==> src/rtl/ro_puf_controller.sv <==
// Sequencer for the ring-oscillator PUF: walks RESP_BITS oscillator pairs per
// challenge, gating each pair for a programmed window and comparing edge counts.
module ro_puf_controller #(
    parameter int NUM_RO     = 16,
    parameter int SEL_W      = 4,
    parameter int CNT_W      = 16,
    parameter int WIN_W      = 16,
    parameter int RESP_BITS  = 8,
    parameter int SETTLE_CYC = 2
) (
    input  logic                 clk,
    input  logic                 rst_n,
    input  logic                 start,
    input  logic [2*SEL_W-1:0]   challenge,
    input  logic [WIN_W-1:0]     window_len,
    input  logic [CNT_W-1:0]     cnt_a,
    input  logic [CNT_W-1:0]     cnt_b,
    output logic                 ro_en,
    output logic                 cnt_clr,
    output logic [SEL_W-1:0]     sel_a,
    output logic [SEL_W-1:0]     sel_b,
    output logic                 busy,
    output logic                 done,
    output logic [RESP_BITS-1:0] response,
    output logic                 resp_valid,
    output logic                 err,
    output logic [SEL_W-1:0]     tie_cnt
);

    localparam int IDX_W = (RESP_BITS > 1) ? $clog2(RESP_BITS) : 1;
    localparam logic [IDX_W-1:0] LAST_IDX = IDX_W'(RESP_BITS - 1);

    typedef enum logic [2:0] {
        S_IDLE,
        S_CLEAR,
        S_RUN,
        S_SETTLE,
        S_COMPARE,
        S_DONE
    } state_t;

    state_t               state_q, state_d;
    logic [IDX_W-1:0]     idx_q, idx_d;
    logic [WIN_W-1:0]     cnt_q, cnt_d;
    logic [WIN_W-1:0]     win_len_q, win_len_d;
    logic [SEL_W-1:0]     base_a_q, base_a_d;
    logic [SEL_W-1:0]     base_b_q, base_b_d;
    logic [SEL_W-1:0]     sel_a_q, sel_a_d;
    logic [SEL_W-1:0]     sel_b_q, sel_b_d;
    logic [RESP_BITS-1:0] response_q, response_d;
    logic                 resp_valid_q, resp_valid_d;
    logic                 err_q, err_d;
    logic [SEL_W-1:0]     tie_q, tie_d;

    function automatic logic [SEL_W-1:0] pair_a(input logic [SEL_W-1:0] base,
                                                input logic [IDX_W-1:0] i);
        return base + SEL_W'(i);
    endfunction

    // A pair must never compare an oscillator against itself; bump B past A.
    function automatic logic [SEL_W-1:0] pair_b(input logic [SEL_W-1:0] a,
                                                input logic [SEL_W-1:0] base,
                                                input logic [IDX_W-1:0] i);
        logic [SEL_W-1:0] b;
        b = base + SEL_W'(i);
        return (b == a) ? a + SEL_W'(1) : b;
    endfunction

    // NOTE: every next-state signal defaults to its current value before the
    // case statement, so no path through this block can infer a latch.
    always_comb begin
        state_d      = state_q;
        idx_d        = idx_q;
        cnt_d        = cnt_q;
        win_len_d    = win_len_q;
        base_a_d     = base_a_q;
        base_b_d     = base_b_q;
        sel_a_d      = sel_a_q;
        sel_b_d      = sel_b_q;
        response_d   = response_q;
        resp_valid_d = resp_valid_q;
        err_d        = err_q;
        tie_d        = tie_q;

        case (state_q)
            S_IDLE: begin
                if (start) begin
                    if (window_len == '0) begin
                        err_d        = 1'b1;
                        resp_valid_d = 1'b0;
                        state_d      = S_DONE;
                    end else begin
                        base_a_d     = challenge[SEL_W-1:0];
                        base_b_d     = challenge[2*SEL_W-1:SEL_W];
                        win_len_d    = window_len;
                        response_d   = '0;
                        resp_valid_d = 1'b0;
                        err_d        = 1'b0;
                        tie_d        = '0;
                        idx_d        = '0;
                        sel_a_d      = pair_a(challenge[SEL_W-1:0], '0);
                        sel_b_d      = pair_b(sel_a_d, challenge[2*SEL_W-1:SEL_W], '0);
                        state_d      = S_CLEAR;
                    end
                end
            end

            S_CLEAR: begin
                cnt_d   = win_len_q - WIN_W'(1);
                state_d = S_RUN;
            end

            S_RUN: begin
                if (cnt_q == '0) begin
                    cnt_d   = WIN_W'(SETTLE_CYC - 1);
                    state_d = S_SETTLE;
                end else begin
                    cnt_d = cnt_q - WIN_W'(1);
                end
            end

            S_SETTLE: begin
                if (cnt_q == '0) state_d = S_COMPARE;
                else             cnt_d   = cnt_q - WIN_W'(1);
            end

            S_COMPARE: begin
                response_d[idx_q] = (cnt_a > cnt_b);
                if (cnt_a == cnt_b && tie_q != '1) tie_d = tie_q + SEL_W'(1);
                if (cnt_a == '1 || cnt_b == '1)    err_d = 1'b1;
                if (idx_q == LAST_IDX) begin
                    resp_valid_d = 1'b1;
                    state_d      = S_DONE;
                end else begin
                    idx_d   = idx_q + IDX_W'(1);
                    sel_a_d = pair_a(base_a_q, idx_d);
                    sel_b_d = pair_b(sel_a_d, base_b_q, idx_d);
                    state_d = S_CLEAR;
                end
            end

            S_DONE:  state_d = S_IDLE;
            default: state_d = S_IDLE;
        endcase
    end

    // NOTE: sequential state uses non-blocking assignments only; all state,
    // including the response register, is cleared by the asynchronous reset.
    always_ff @(posedge clk or negedge rst_n) begin
        if (!rst_n) begin
            state_q      <= S_IDLE;
            idx_q        <= '0;
            cnt_q        <= '0;
            win_len_q    <= '0;
            base_a_q     <= '0;
            base_b_q     <= '0;
            sel_a_q      <= '0;
            sel_b_q      <= '0;
            response_q   <= '0;
            resp_valid_q <= 1'b0;
            err_q        <= 1'b0;
            tie_q        <= '0;
        end else begin
            state_q      <= state_d;
            idx_q        <= idx_d;
            cnt_q        <= cnt_d;
            win_len_q    <= win_len_d;
            base_a_q     <= base_a_d;
            base_b_q     <= base_b_d;
            sel_a_q      <= sel_a_d;
            sel_b_q      <= sel_b_d;
            response_q   <= response_d;
            resp_valid_q <= resp_valid_d;
            err_q        <= err_d;
            tie_q        <= tie_d;
        end
    end

    // Strobes decode the registered state, so reset removes ro_en without a clock.
    assign ro_en      = (state_q == S_RUN);
    assign cnt_clr    = (state_q == S_CLEAR);
    assign busy       = (state_q != S_IDLE);
    assign done       = (state_q == S_DONE);
    assign sel_a      = sel_a_q;
    assign sel_b      = sel_b_q;
    assign response   = response_q;
    assign resp_valid = resp_valid_q;
    assign err        = err_q;
    assign tie_cnt    = tie_q;

endmodule

==> config.mk <==
export PLATFORM = sky130hd
export DESIGN_NAME = ro_puf_controller
export DESIGN_NICKNAME = d
export VERILOG_FILES = /design/src/rtl/ro_puf_controller.sv
export SDC_FILE = /design/constraint.sdc
export NUM_CORES = 1
export LEC_CHECK = 0
export BUFFER_PORTS_ARGS = -buffer_cell sky130_fd_sc_hd__buf_4
export CAP_MARGIN = 40
export CELL_PAD_IN_SITES_DETAIL_PLACEMENT = 1
export CELL_PAD_IN_SITES_GLOBAL_PLACEMENT = 2
export CORE_MARGIN = 10
export CORE_UTILIZATION = 36
export CTS_BUF_LIST = sky130_fd_sc_hd__clkbuf_4 sky130_fd_sc_hd__clkbuf_8
export CTS_CLUSTER_DIAMETER = 80
export DETAILED_ROUTE_END_ITERATION = 7
export PLACE_DENSITY_LB_ADDON = 0.1
export SYNTH_ARGS = -nofsm -noshare
export SYNTH_HDL_FRONTEND = slang
export SYNTH_SLANG_ARGS = --single-unit
export TNS_END_PERCENT = 20
==> constraint.sdc <==
create_clock -name clk -period 6 [get_ports clk]
set_input_delay 1.2 -clock clk [delete_from_list [all_inputs] [get_ports clk]]
set_output_delay 1.2 -clock clk [all_outputs]
set_load 0.03 [all_outputs]
# Word level (Yosys, flattened, before mapping)
# Cells that the tools add are included.
# classes
mux	40
n_bitwise	1
reduce_logical	17
addsub	8
eq_ne	21
n_lt_le_gt_ge	3
# op_table
op	count
$pmux 16 s3	1
$mux 4	11
$eq 16x16->1 const B	2
$logic_not 16->1	2
$mux 16	2
$sub 16x1->16 const B	2
$mux 3	8
$pmux 4 s2	3
$eq 16x16->1	1
$gt 16x16->1	1
$mux 8	2
$ne 2x2->1 const B	8
$pmux 8 s2	1
$pmux 3 s5	1
$reduce_and 3->1	5
$add 4x1->4 const B	3
$eq 3x3->1 const B	3
$add 4x3->4	2
$bwmux 8	1
$eq 4x4->1	2
$reduce_and 4->1	2
$eq 3x2->1 const B	2
$mux 1	6
$pmux 3 s2	1
other kinds (15)	18
# totals
inputBits	59
wordCells	102
ff_bits	68

# Longest topological paths before layout
# Gate-level depths: netlist of the first run.
# logic_depth
ltp_word	6
depth_mapped	12
ltp_nobuf	10

# Worst setup path after synthesis of the first run
# Ideal clock, no wire load.
# synth_timing
path_kind	input to register
startpoint	input port cnt_b[15]
endpoint	register tie_q[3] (netlist: tie_cnt[3])
setup_ns	0.132
stages	8
t_required_ns	5.868
setup_slack_ns	3.000
arrival_ns	2.868
path_cell_list	inv_1 -> ha_1 -> nand4_1 -> or4_1 -> a311oi_1 -> nand4_1 -> xor2_1 -> nor2_1
# synth_between
elab_chain_cells	4
# synth_rtl
element	line_no	rtl
start: declaration	17	input logic [CNT_W-1:0] cnt_b,
$eq 16x16->1	129	if (cnt_a == cnt_b && tie_q != '1) tie_d = tie_q + SEL_W'(1);
$logic_and 1x1->1	129	
$ne 2x2->1 (no line)	--	
$reduce_and 4->1 (no line)	--	
end signal: assignment	175	tie_q <= tie_d;
end: declaration	53	logic [SEL_W-1:0] tie_q, tie_d;
# No other way between the ends.
# A chain may end at the register's enable or synchronous reset.

# Final worst setup path of the first run
# layout_timing
startpoint	register cnt_q[0]
endpoint	register cnt_q[12]
# layout_between
elab_chain_cells	3
elab_cells_between_ends	7
cone_classes	add/sub (1); eq/ne (1); mux (3); reduce/logical (2)
# layout_rtl
element	line_no	rtl
start: declaration	44	logic [WIN_W-1:0] cnt_q, cnt_d;
start signal: assignment	166	cnt_q <= cnt_d;
$sub 16x1->16 or $logic_not 16->1 (tied branches)	--	
$mux 16, or another cell as far along	123	if (cnt_q == '0) state_d = S_COMPARE;
$pmux 16 s3 or $reduce_and 2->1 (tied branches)	--	
# Several ways; a longest one is shown, not always the timed one. The select of a mux whose other input is x is not followed.

==> out/metrics.cfg, run 1 <==
[power]
power_leakage_nw = 2.73
finalPower_uw = 944
sw_frac_of_total = 0.260
ir_drop_mv = 0.0751
power_frac_comb = 0.127
p_sw_uw = 246
clock_power_share = 0.376
p_per_area_mw_per_mm2 = 176
p_int_uw = 699
power.share.sequential = 0.496

[synth]
synth-xor-area-share = 0.0582
synth.yosys.warnings = 0
muxShareOfSynthArea = 0.0166
synth_fa_ha_area_frac = 0.0923
avgSynthCellArea_um2 = 8.41
syn_area_mm2 = 0.00436
seq_area_frac_synth = 0.390
synth_edf_count = 0
synth_top_family_by_area = simple AND/OR/NAND/NOR gates
synth_flop_cell = dfrtp_1
synth-simple-area-share = 0.231
synth-seq-cells = 68
async_flop_share = 1.00
syn_nets = 609
yosysUniqueCellTypes = 48
syn_inst = 519
synth_compound_area_frac = 0.161

[timing]
post-route-min-period_ns = 3.48
setup_tns_ns = 0
skew_ns = 0.00855
clock.fmax_mhz = 287
worst_slew_pin_slew_ns = 0.710
hold_violations = 0
setup_slack_ns = 2.52
period_share = 0.580
setup_viol = 0
maxSlewHeadroom = 0.523
rsz0062_at_grt = no
finalMaxSlewViolations = 0

[routing]
drcViolationCount = 0
drt_iter0_drc = 171
vias_per_cell = 5.31
routed_wirelength_um = 13500
wl_per_cell_um = 17.9
vias = 4007
firstDrtPassIters = 4
postRouteAntennaNets = 0

[placement]
dp.cells = 738
routabilityCongestion = 0.797
dp_slack_ns = 2.34
hpwl_um = 10900
port_buffers = 84

[setup_path]
worstPathRequired_ns = 6.27
cp_cell_sequence = inv_1, ha_1, or3b_4, or4_1, or4b_4, o21ai_2, inv_2, o21ai_0, a22oi_1, o21ai_0
cpPeakStageDelay_ns = 0.62
r2r-end = cnt_q[12]
worstSetupPathType = reg -> reg
arrival_ns = 3.75
r2r-start = cnt_q[0]
cp_max_fo = 18
setup.worst_path.end = cnt_q[12]
rrSetupSlack_ns = 2.52
endpoint_kind = flop
startpoint_type = flop
reg2regPathDepth = 10
crit_path_start = cnt_q[0]
critical-path-slowest-cell = or4b_4
path_common_cell = o21ai_0

[clock_network]
cts_hold_buf = 0
post_cts_resized = 0
cts_sinks = 68
cts-root-buf = clkbuf_8
h-tree-depth = 3
clockBufferDepth = 2
cts_setup_buffers = 0
cts_buffers = 9
clk_pin_slew_ns = 0.07
clk_latency_ns = 0.35
cts_tree = done

[floorplanning]
initial_utilization = 0.365
die_h_um = 130
coreArea_mm2 = 0.0120
die_area_mm2 = 0.0169
io_pins = 85
die_width_um = 130
rows = 40

[finish]
antenna_cells_inserted = 0
layout_commonest_cell = nand2_1
instances_no_fill = 754
multi_input_area_mm2 = 0.00244
finalCoreUtilization = 0.449
drive_gt1_frac = 0.186
regArea_mm2 = 0.00170
mostFrequentLayoutCells = 90 x nand2_1, 88 x buf_4, 68 x dfrtp_1
finalNetCount = 692
nFillCells = 1466
area.growth.synth_to_final_pct = 23.0

[status]
status = finished, final reports clean

[global_route]
grt_max_degree = 43
grt_util_all_layers = 0.167
grt_pass1_wl_um = 22500
grt_pass1_vias = 4367
overflow = 0
grt_antenna_before_repair = 0

[hold_path]
worstHoldPathType = reg -> reg

[run]
maxCapViolations = 0

[power by group through the flow]
| stage | Sequential (mW) | Combinational [mW] | Clock, mW |
|---|---|---|---|
| after floorplan | 0.491 | 0.0347 | 0 |
| after global placement | 0.477 | 0.117 | 0 |
| after detailed placement | 0.478 | 0.123 | 0 |
| after CTS | 0.469 | 0.124 | 0.369 |
| after global routing | 0.470 | 0.135 | 0.391 |
| final | 0.469 | 0.120 | 0.355 |
[cells by family (layout without fill, tap and decap cells)]
group,Yosys count,after routing
muxes,7,7
buffers and inverters,57,145
and+or+nand+nor,214,214
DFF,68,68
xor gates and xnor gates,29,29
adders and majority gates,31,31
AOI/OAI and AO/OA,113,113
[stage by stage]
step	cell area (um^2)	hold slack [ns]
4_1_cts	5370	0.494
2_1_floorplan	4360	0.450
3_5_place_dp	5190	0.475
5_1_grt	5370	0.512
6_report	5370	0.489
3_3_place_gp	5120	0.466
[worst min-delay path by stage]
stage | cells after the start | from | slack (ns) | end
2_1_floorplan | 2 | base_b_q[0] | 0.45 | base_b_q[0]
5_1_grt | 2 | base_b_q[0] | 0.51 | base_b_q[0]
3_3_place_gp | 2 | sel_a[0] | 0.47 | sel_a[0]
4_1_cts | 2 | base_b_q[0] | 0.49 | base_b_q[0]
3_5_place_dp | 2 | base_b_q[0] | 0.47 | base_b_q[0]
6_report | 2 | base_b_q[0] | 0.49 | base_b_q[0]
[critical path, delay by kind of cell (launching register included)]
family | cells | cell delay (ns)
buffers and inverters | 2 | 0.35
flip-flops | 1 | 0.42
adder cells (fa/ha/maj) | 1 | 0.19
AND/OR/NAND/NOR | 3 | 1.58
AO/OA/AOI/OAI | 4 | 0.84
[synth_stat cells (all sizes together), types with 3 or more instances]
library cell / instances / area [um^2]
nand2: 90 / 338
dfrtp: 68 / 1700
o21ai: 51 / 270
inv: 39 / 146
nor2: 38 / 143
ha: 29 / 363
a21oi: 21 / 105
nand3: 17 / 85.1
nand4: 17 / 106
xor2: 16 / 140
nor3: 15 / 75.1
clkbuf: 14 / 52.6
xnor2: 13 / 114
nor4: 10 / 62.6
a21o: 8 / 60.1
or4: 7 / 52.6
a22o: 6 / 52.6
or3: 6 / 37.5
a211oi: 5 / 37.5
mux2i: 5 / 50.1
nor2b: 5 / 31.3
a22oi: 4 / 30.0
buf: 4 / 22.5
o22ai: 4 / 25.0
nor3b: 3 / 22.5
[metal layers]
metal  part of all wire  global-route usage  wire (um)
met2               0.52               0.293       7040
met5                  0                   0          0
met1               0.44               0.204       5970
met3              0.028              0.0377        372
met4             0.0072              0.0357         97
[sequential cells by signal, summed over array words and instances, names as in the netlist]
| register | flops |
|---|---|
| base_a_q | 4 |
| cnt_q | 16 |
| state_q | 3 |
| idx_q | 3 |
| resp_valid | 1 |
| sel_a | 4 |
| base_b_q | 4 |
| response | 8 |
| sel_b | 4 |
| win_len_q | 16 |
| tie_cnt | 4 |
| err | 1 |
[area by class of cell]
cell class,instances,area share
inverter,39,0.0273
multi-input combinational,394,0.455
sequential,68,0.317
timing repair buffer,90,0.133
clock buffer,14,0.0313
tap,147,0.0343
clock inverter,2,0.00187
(Power assumes the default switching activity.)
==> run 2, diff against run 1 <==
--- a/config.mk
+++ b/config.mk
@@ -10,7 +10,7 @@
 export CELL_PAD_IN_SITES_DETAIL_PLACEMENT = 1
 export CELL_PAD_IN_SITES_GLOBAL_PLACEMENT = 2
 export CORE_MARGIN = 10
-export CORE_UTILIZATION = 36
+export CORE_UTILIZATION = 34
 export CTS_BUF_LIST = sky130_fd_sc_hd__clkbuf_4 sky130_fd_sc_hd__clkbuf_8
 export CTS_CLUSTER_DIAMETER = 80
 export DETAILED_ROUTE_END_ITERATION = 7
==> constraint.sdc (replaced) <==
create_clock -name clk -period 3.56 [get_ports clk]
set_input_delay 0.712 -clock clk [delete_from_list [all_inputs] [get_ports clk]]
set_output_delay 0.712 -clock clk [all_outputs]
set_load 0.03 [all_outputs]
==> run 2 against run 1 <==
Maximum frequency rose by 7.2%. Sequential cell count did not move. Critical endpoint unchanged. Routed wire length rose by 0.22%. Via count rose by 0.12%. Final cell count rose by 3.7%. Largest cell class unchanged. Core utilization fell by 1.9 points. Clock skew rose by 0.0049 ns. Highest routed layer unchanged. Clock power rose by 92%. Register-to-register slack got worse by 2.2 ns. Non-clock buffer count rose by 3.
==> out/metrics.cfg, run 2 (synthesis gave the netlist of run 1 again) <==
[status]
status = finished, final reports clean  ; unchanged

[global_route]
grt_antenna_before_repair = 0  ; unchanged
grt_max_degree = 41  ; was 43
grt_pass1_vias = 4422  ; was 4367
overflow = 0  ; unchanged
grt_util_all_layers = 0.157  ; was 0.167
grt_pass1_wl_um = 22700  ; was 22500 um

[timing]
holdWs_ns = 0.272  ; was 0.489 ns
period_share = 0.912  ; was 0.580
rsz0062_at_grt = no  ; unchanged
skew_ns = 0.0134  ; was 0.00855 ns
hold_violations = 0  ; unchanged
clock.fmax_mhz = 308  ; was 287 MHz
post-route-min-period_ns = 3.25  ; was 3.48 ns
setup_viol = 0  ; unchanged
worst_slew_pin_slew_ns = 0.783  ; was 0.710 ns
setup_tns_ns = 0  ; unchanged
finalMaxSlewViolations = 0  ; unchanged
maxSlewHeadroom = 0.474  ; was 0.523

[power]
finalPower_mw = 1.67  ; was 944 uW
p_per_area_mw_per_mm2 = 309  ; was 176 mW/mm^2
ir_drop_mv = 0.190  ; was 0.0751 mV
power_leakage_nw = 2.74  ; was 2.73 nW

[routing]
wl_per_cell_um = 17.3  ; was 17.9 um
firstDrtPassIters = 4  ; unchanged
routed_wirelength_um = 13500  ; about the same
vias_per_cell = 5.13  ; was 5.31
drt_iter0_drc = 171  ; unchanged
vias = 4012  ; was 4007
postRouteAntennaNets = 0  ; unchanged
drcViolationCount = 0  ; unchanged

[clock_network]
cts_hold_buf = 0  ; unchanged
h-tree-depth = 3  ; unchanged
clockBufferDepth = 2  ; unchanged
cts_sinks = 68  ; unchanged
cts_setup_buffers = 0  ; unchanged
post_cts_resized = 0  ; unchanged
cts_buffers = 9  ; unchanged
cts_tree = done  ; unchanged
clk_pin_slew_ns = 0.07  ; about the same
cts-root-buf = clkbuf_8  ; unchanged
clk_latency_ns = 0.36  ; was 0.35 ns

[finish]
layout_commonest_cell = buf_4  ; was nand2_1
nFillCells = 1558  ; was 1466
area.growth.synth_to_final_pct = 24.2  ; was 23.0%
mostFrequentLayoutCells = 92 x buf_4, 90 x nand2_1, 68 x dfrtp_1  ; was 90 x nand2_1, 88 x buf_4, 68 x dfrtp_1
finalNetCount = 695  ; was 692
regArea_mm2 = 0.00170  ; unchanged
antenna_cells_inserted = 0  ; unchanged
finalCoreUtilization = 0.430  ; was 0.449
drive_gt1_frac = 0.190  ; was 0.186
multi_input_area_mm2 = 0.00244  ; unchanged

[setup_path]
arrival_ns = 3.53  ; was 3.75 ns
worstPathRequired_ns = 3.85  ; was 6.27 ns
worstSetupPathType = reg -> reg  ; unchanged
cp_max_fo = 18  ; unchanged
startpoint_type = flop  ; unchanged
endpoint_kind = flop  ; unchanged

[floorplanning]
io_pins = 85  ; unchanged
die_h_um = 133  ; was 130 um
initial_utilization = 0.346  ; was 0.365
rows = 41  ; was 40
die_area_mm2 = 0.0178  ; was 0.0169 mm^2
die_width_um = 133  ; was 130 um
coreArea_mm2 = 0.0126  ; was 0.0120 mm^2

[run]
maxCapViolations = 0  ; unchanged

[placement]
hpwl_um = 10900  ; about the same
routabilityCongestion = 0.826  ; was 0.797
port_buffers = 84  ; unchanged

[hold_path]
worstHoldPathType = in -> async  ; was reg -> reg

## run 2: cell count changes in the layout (fill, tap and decap cells not counted), sizes merged
cell,before,now
buf,90,93
clkbuf,14,12
clkinvlp,0,1
bufinv,0,1
## run 2: power breakdown
group	switching, mW	internal (mW)
Clock	0.313	0.367
Sequential	0.00654	0.783
Combinational	0.111	0.0919
Total	0.430	1.24
## run 2: cell type report
type                    count  share of cell area
multi-input cells         394               0.450
flip-flops and latches     68               0.314
repair buffers             93               0.131
well taps                 172              0.0397
clock buffers              12              0.0293
inverters                  39              0.0270
clock inverters             4             0.00877
## run 2: stage by stage
step / instance area [um^2] / worst slack (ns) / instances
floorplan: 4360 / 0.673 / 519
global placement: 5190 / 0.440 / 765
detailed placement: 5210 / 0.326 / 766
CTS: 5420 / 0.319 / 782
global route: 5420 / 0.0686 / 782
finish: 5420 / 0.315 / 782
## run 2: worst paths after layout
kind	end	from	depth (start not counted)	slack [ns]
max in group asynchronous	win_len_q[1]	rst_n	2	2.74
setup / recovery	cnt_q[12]	cnt_q[0]	10	0.31
min in group clk	sel_a[1]	sel_a[1]	2	0.49
hold / removal	win_len_q[14]	rst_n	1	0.27
hold reg to reg	sel_a[1]	sel_a[1]	2	0.49
setup reg to reg	cnt_q[12]	cnt_q[0]	10	0.31
## run 2: layer usage
metal	global-route usage	routed length [um]	up-vias
met5	0	0	-
met4	0.0599	227	0
met3	0.0350	512	15
met2	0.256	6550	59
met1	0.197	6230	1940
li1	-	-	1998
## run 2: worst max-delay path: stages (launching register included)
cell     delay (ns)
dfrtp_1        0.42
inv_1          0.09
ha_1           0.17
or3b_4         0.41
or4_1          0.51
or4b_4         0.61
o21ai_2        0.40
inv_2          0.23
o21ai_0        0.13
a22oi_1        0.09
o21ai_0        0.11
==> run 3, diff against run 2 <==
--- a/config.mk
+++ b/config.mk
@@ -10,11 +10,11 @@
 export CELL_PAD_IN_SITES_DETAIL_PLACEMENT = 1
 export CELL_PAD_IN_SITES_GLOBAL_PLACEMENT = 2
 export CORE_MARGIN = 10
-export CORE_UTILIZATION = 34
-export CTS_BUF_LIST = sky130_fd_sc_hd__clkbuf_4 sky130_fd_sc_hd__clkbuf_8
+export CORE_UTILIZATION = 33
 export CTS_CLUSTER_DIAMETER = 80
 export DETAILED_ROUTE_END_ITERATION = 7
 export PLACE_DENSITY_LB_ADDON = 0.1
+export SETUP_SLACK_MARGIN = 0.1
 export SYNTH_ARGS = -nofsm -noshare
 export SYNTH_HDL_FRONTEND = slang
 export SYNTH_SLANG_ARGS = --single-unit
==> run 3 against run 2 <==
Clock power up 30%. Worst hold slack better by 0.046 ns. Core utilization is 0.070 points higher. Critical endpoint is now cnt_q[13]. Register-to-register slack about the same. Critical path type unchanged. Combinational power about the same. Worst setup slack gained 0.015 ns. Non-clock buffer count is 1 lower. First-iteration DRC count up 9.9%. Sequential share of layout area fell by 0.43 points. Sequential cell count unchanged.
==> out/metrics.cfg, run 3 (synthesis gave the netlist of run 1 again) <==
[setup_path]
cp_top_family = simple AND/OR/NAND/NOR gates  ; unchanged
worstPathRequired_ns = 3.77  ; was 3.85 ns
startpoint_type = flop  ; unchanged
worstSetupPathType = reg -> reg  ; unchanged
r2r-end = cnt_q[13]  ; was cnt_q[12]
cpPeakStageDelay_ns = 0.61  ; about the same
cp_cell_sequence = inv_1, ha_1, or3b_4, or4_1, or4b_4, o21ai_4, o21ai_1, a222oi_1, inv_1  ; was inv_1, ha_1, or3b_4, or4_1, or4b_4, o21ai_2, inv_2, o21ai_0, a22oi_1, o21ai_0
critical-path-slowest-cell = or4b_4  ; unchanged
reg2regPathDepth = 9  ; was 10
cp_max_fo = 11  ; was 18
path_common_cell = inv_1  ; was o21ai_0
arrival_ns = 3.44  ; was 3.53 ns
rrSetupSlack_ns = 0.33  ; was 0.31 ns
r2r-start = cnt_q[0]  ; unchanged
worst-path-buf-inv = 2  ; unchanged
endpoint_kind = flop  ; unchanged

[floorplanning]
coreArea_mm2 = 0.0128  ; was 0.0126 mm^2
rows = 41  ; unchanged
initial_utilization = 0.342  ; was 0.346
die_width_um = 135  ; was 133 um
die_h_um = 135  ; was 133 um
io_pins = 85  ; unchanged
die_area_mm2 = 0.0182  ; was 0.0178 mm^2

[clock_network]
clockBufferDepth = 2  ; unchanged
cts_buffers = 9  ; unchanged
cts_hold_buf = 0  ; unchanged
cts_sinks = 68  ; unchanged
cts_setup_buffers = 0  ; unchanged
cts_tree = done  ; unchanged
cts-root-buf = clkbuf_16  ; was clkbuf_8
h-tree-depth = 3  ; unchanged
post_cts_resized = 0  ; unchanged
clk_pin_slew_ns = 0.05  ; was 0.07 ns
clk_latency_ns = 0.34  ; was 0.36 ns

[routing]
vias_per_cell = 5.15  ; was 5.13
drcViolationCount = 0  ; unchanged
firstDrtPassIters = 4  ; unchanged
routed_wirelength_um = 13900  ; was 13500 um
postRouteAntennaNets = 0  ; unchanged
drt_iter0_drc = 188  ; was 171
wl_per_cell_um = 17.8  ; was 17.3 um
vias = 4017  ; was 4012

[timing]
finalMaxSlewViolations = 0  ; unchanged
rsz0062_at_grt = no  ; unchanged
worst_slew_pin_slew_ns = 0.758  ; was 0.783 ns
hold_violations = 0  ; unchanged
holdWs_ns = 0.318  ; was 0.272 ns
maxSlewHeadroom = 0.494  ; was 0.474
clock.fmax_mhz = 310  ; was 308 MHz
skew_ns = 0.00506  ; was 0.0134 ns
setup_tns_ns = 0  ; unchanged
period_share = 0.907  ; was 0.912
post-route-min-period_ns = 3.23  ; was 3.25 ns
setup_viol = 0  ; unchanged

[finish]
nFillCells = 1527  ; was 1558
instances_no_fill = 780  ; was 782
layout_commonest_cell = buf_4  ; unchanged
area.growth.synth_to_final_pct = 26.0  ; was 24.2%
finalNetCount = 694  ; was 695
regArea_mm2 = 0.00170  ; unchanged
drive_gt1_frac = 0.186  ; was 0.190
antenna_cells_inserted = 0  ; unchanged
mostFrequentLayoutCells = 91 x buf_4, 90 x nand2_1, 68 x dfrtp_1  ; was 92 x buf_4, 90 x nand2_1, 68 x dfrtp_1
multi_input_area_mm2 = 0.00244  ; unchanged

[global_route]
grt_pass1_wl_um = 22700  ; about the same
grt_antenna_before_repair = 0  ; unchanged
grt_util_all_layers = 0.155  ; was 0.157
overflow = 0  ; unchanged
grt_pass1_vias = 4436  ; was 4422
grt_max_degree = 39  ; was 41

[power]
p_per_area_mw_per_mm2 = 342  ; was 309 mW/mm^2
power_leakage_nw = 2.77  ; was 2.74 nW
ir_drop_mv = 0.190  ; about the same

[placement]
dp.cells = 765  ; was 766
port_buffers = 84  ; unchanged
routabilityCongestion = 0.829  ; was 0.826
hpwl_um = 11000  ; was 10900 um

[hold_path]
worstHoldPathType = in -> async  ; unchanged

[status]
status = finished, final reports clean  ; unchanged

[run]
maxCapViolations = 0  ; unchanged

[run 3: changes by cell type in the layout (fill, tap and decap cells not counted), sizes merged]
cell,change
clkinv,-1
bufinv,-1
clkbuf,+2
clkinvlp,-1
buf,-1
[run 3: area by class of cell]
class | count | share of cell area
repair buffers | 92 | 0.128
multi-input cells | 394 | 0.444
clock inverters | 1 | 0.000911
flip-flops and latches | 68 | 0.310
well taps | 172 | 0.0392
clock buffers | 14 | 0.0517
inverters | 39 | 0.0266
[run 3: stage by stage]
step	utilization	area, um^2	setup WS (ns)	total power [mW]
floorplan	-	4360	0.673	0.885
global placement	0.406	5190	0.460	1.00
detailed placement	0.408	5210	0.359	1.01
CTS	0.430	5500	0.344	1.90
global route	0.430	5500	0.192	1.95
finish	0.430	5500	0.329	1.88
[run 3: routing by layer]
layer	vias to the layer above	track usage	routed length, um	part of all wire
met5	-	0	0	0
li1	1995	-	-	-
met1	1952	0.188	6370	0.46
met2	61	0.260	6700	0.48
met4	0	0.0407	164	0.012
met3	9	0.0493	641	0.046
[run 3: where the power goes]
part	leakage (nW)	total (mW)	switching, mW	internal (mW)
Combinational	1.76	0.202	0.111	0.0916
Clock	0.145	0.884	0.340	0.543
Sequential	0.870	0.791	0.00635	0.784
[run 3: worst max path at each step]
| stage | endpoint | cells after the start | from |
|---|---|---|---|
| detailed placement | cnt_q[3] | 9 | cnt_q[0] |
| CTS | cnt_q[3] | 9 | cnt_q[0] |
| global route | cnt_q[13] | 9 | cnt_q[0] |
| floorplan | cnt_q[13] | 10 | cnt_q[0] |
| global placement | cnt_q[3] | 9 | cnt_q[0] |
| finish | cnt_q[13] | 9 | cnt_q[0] |
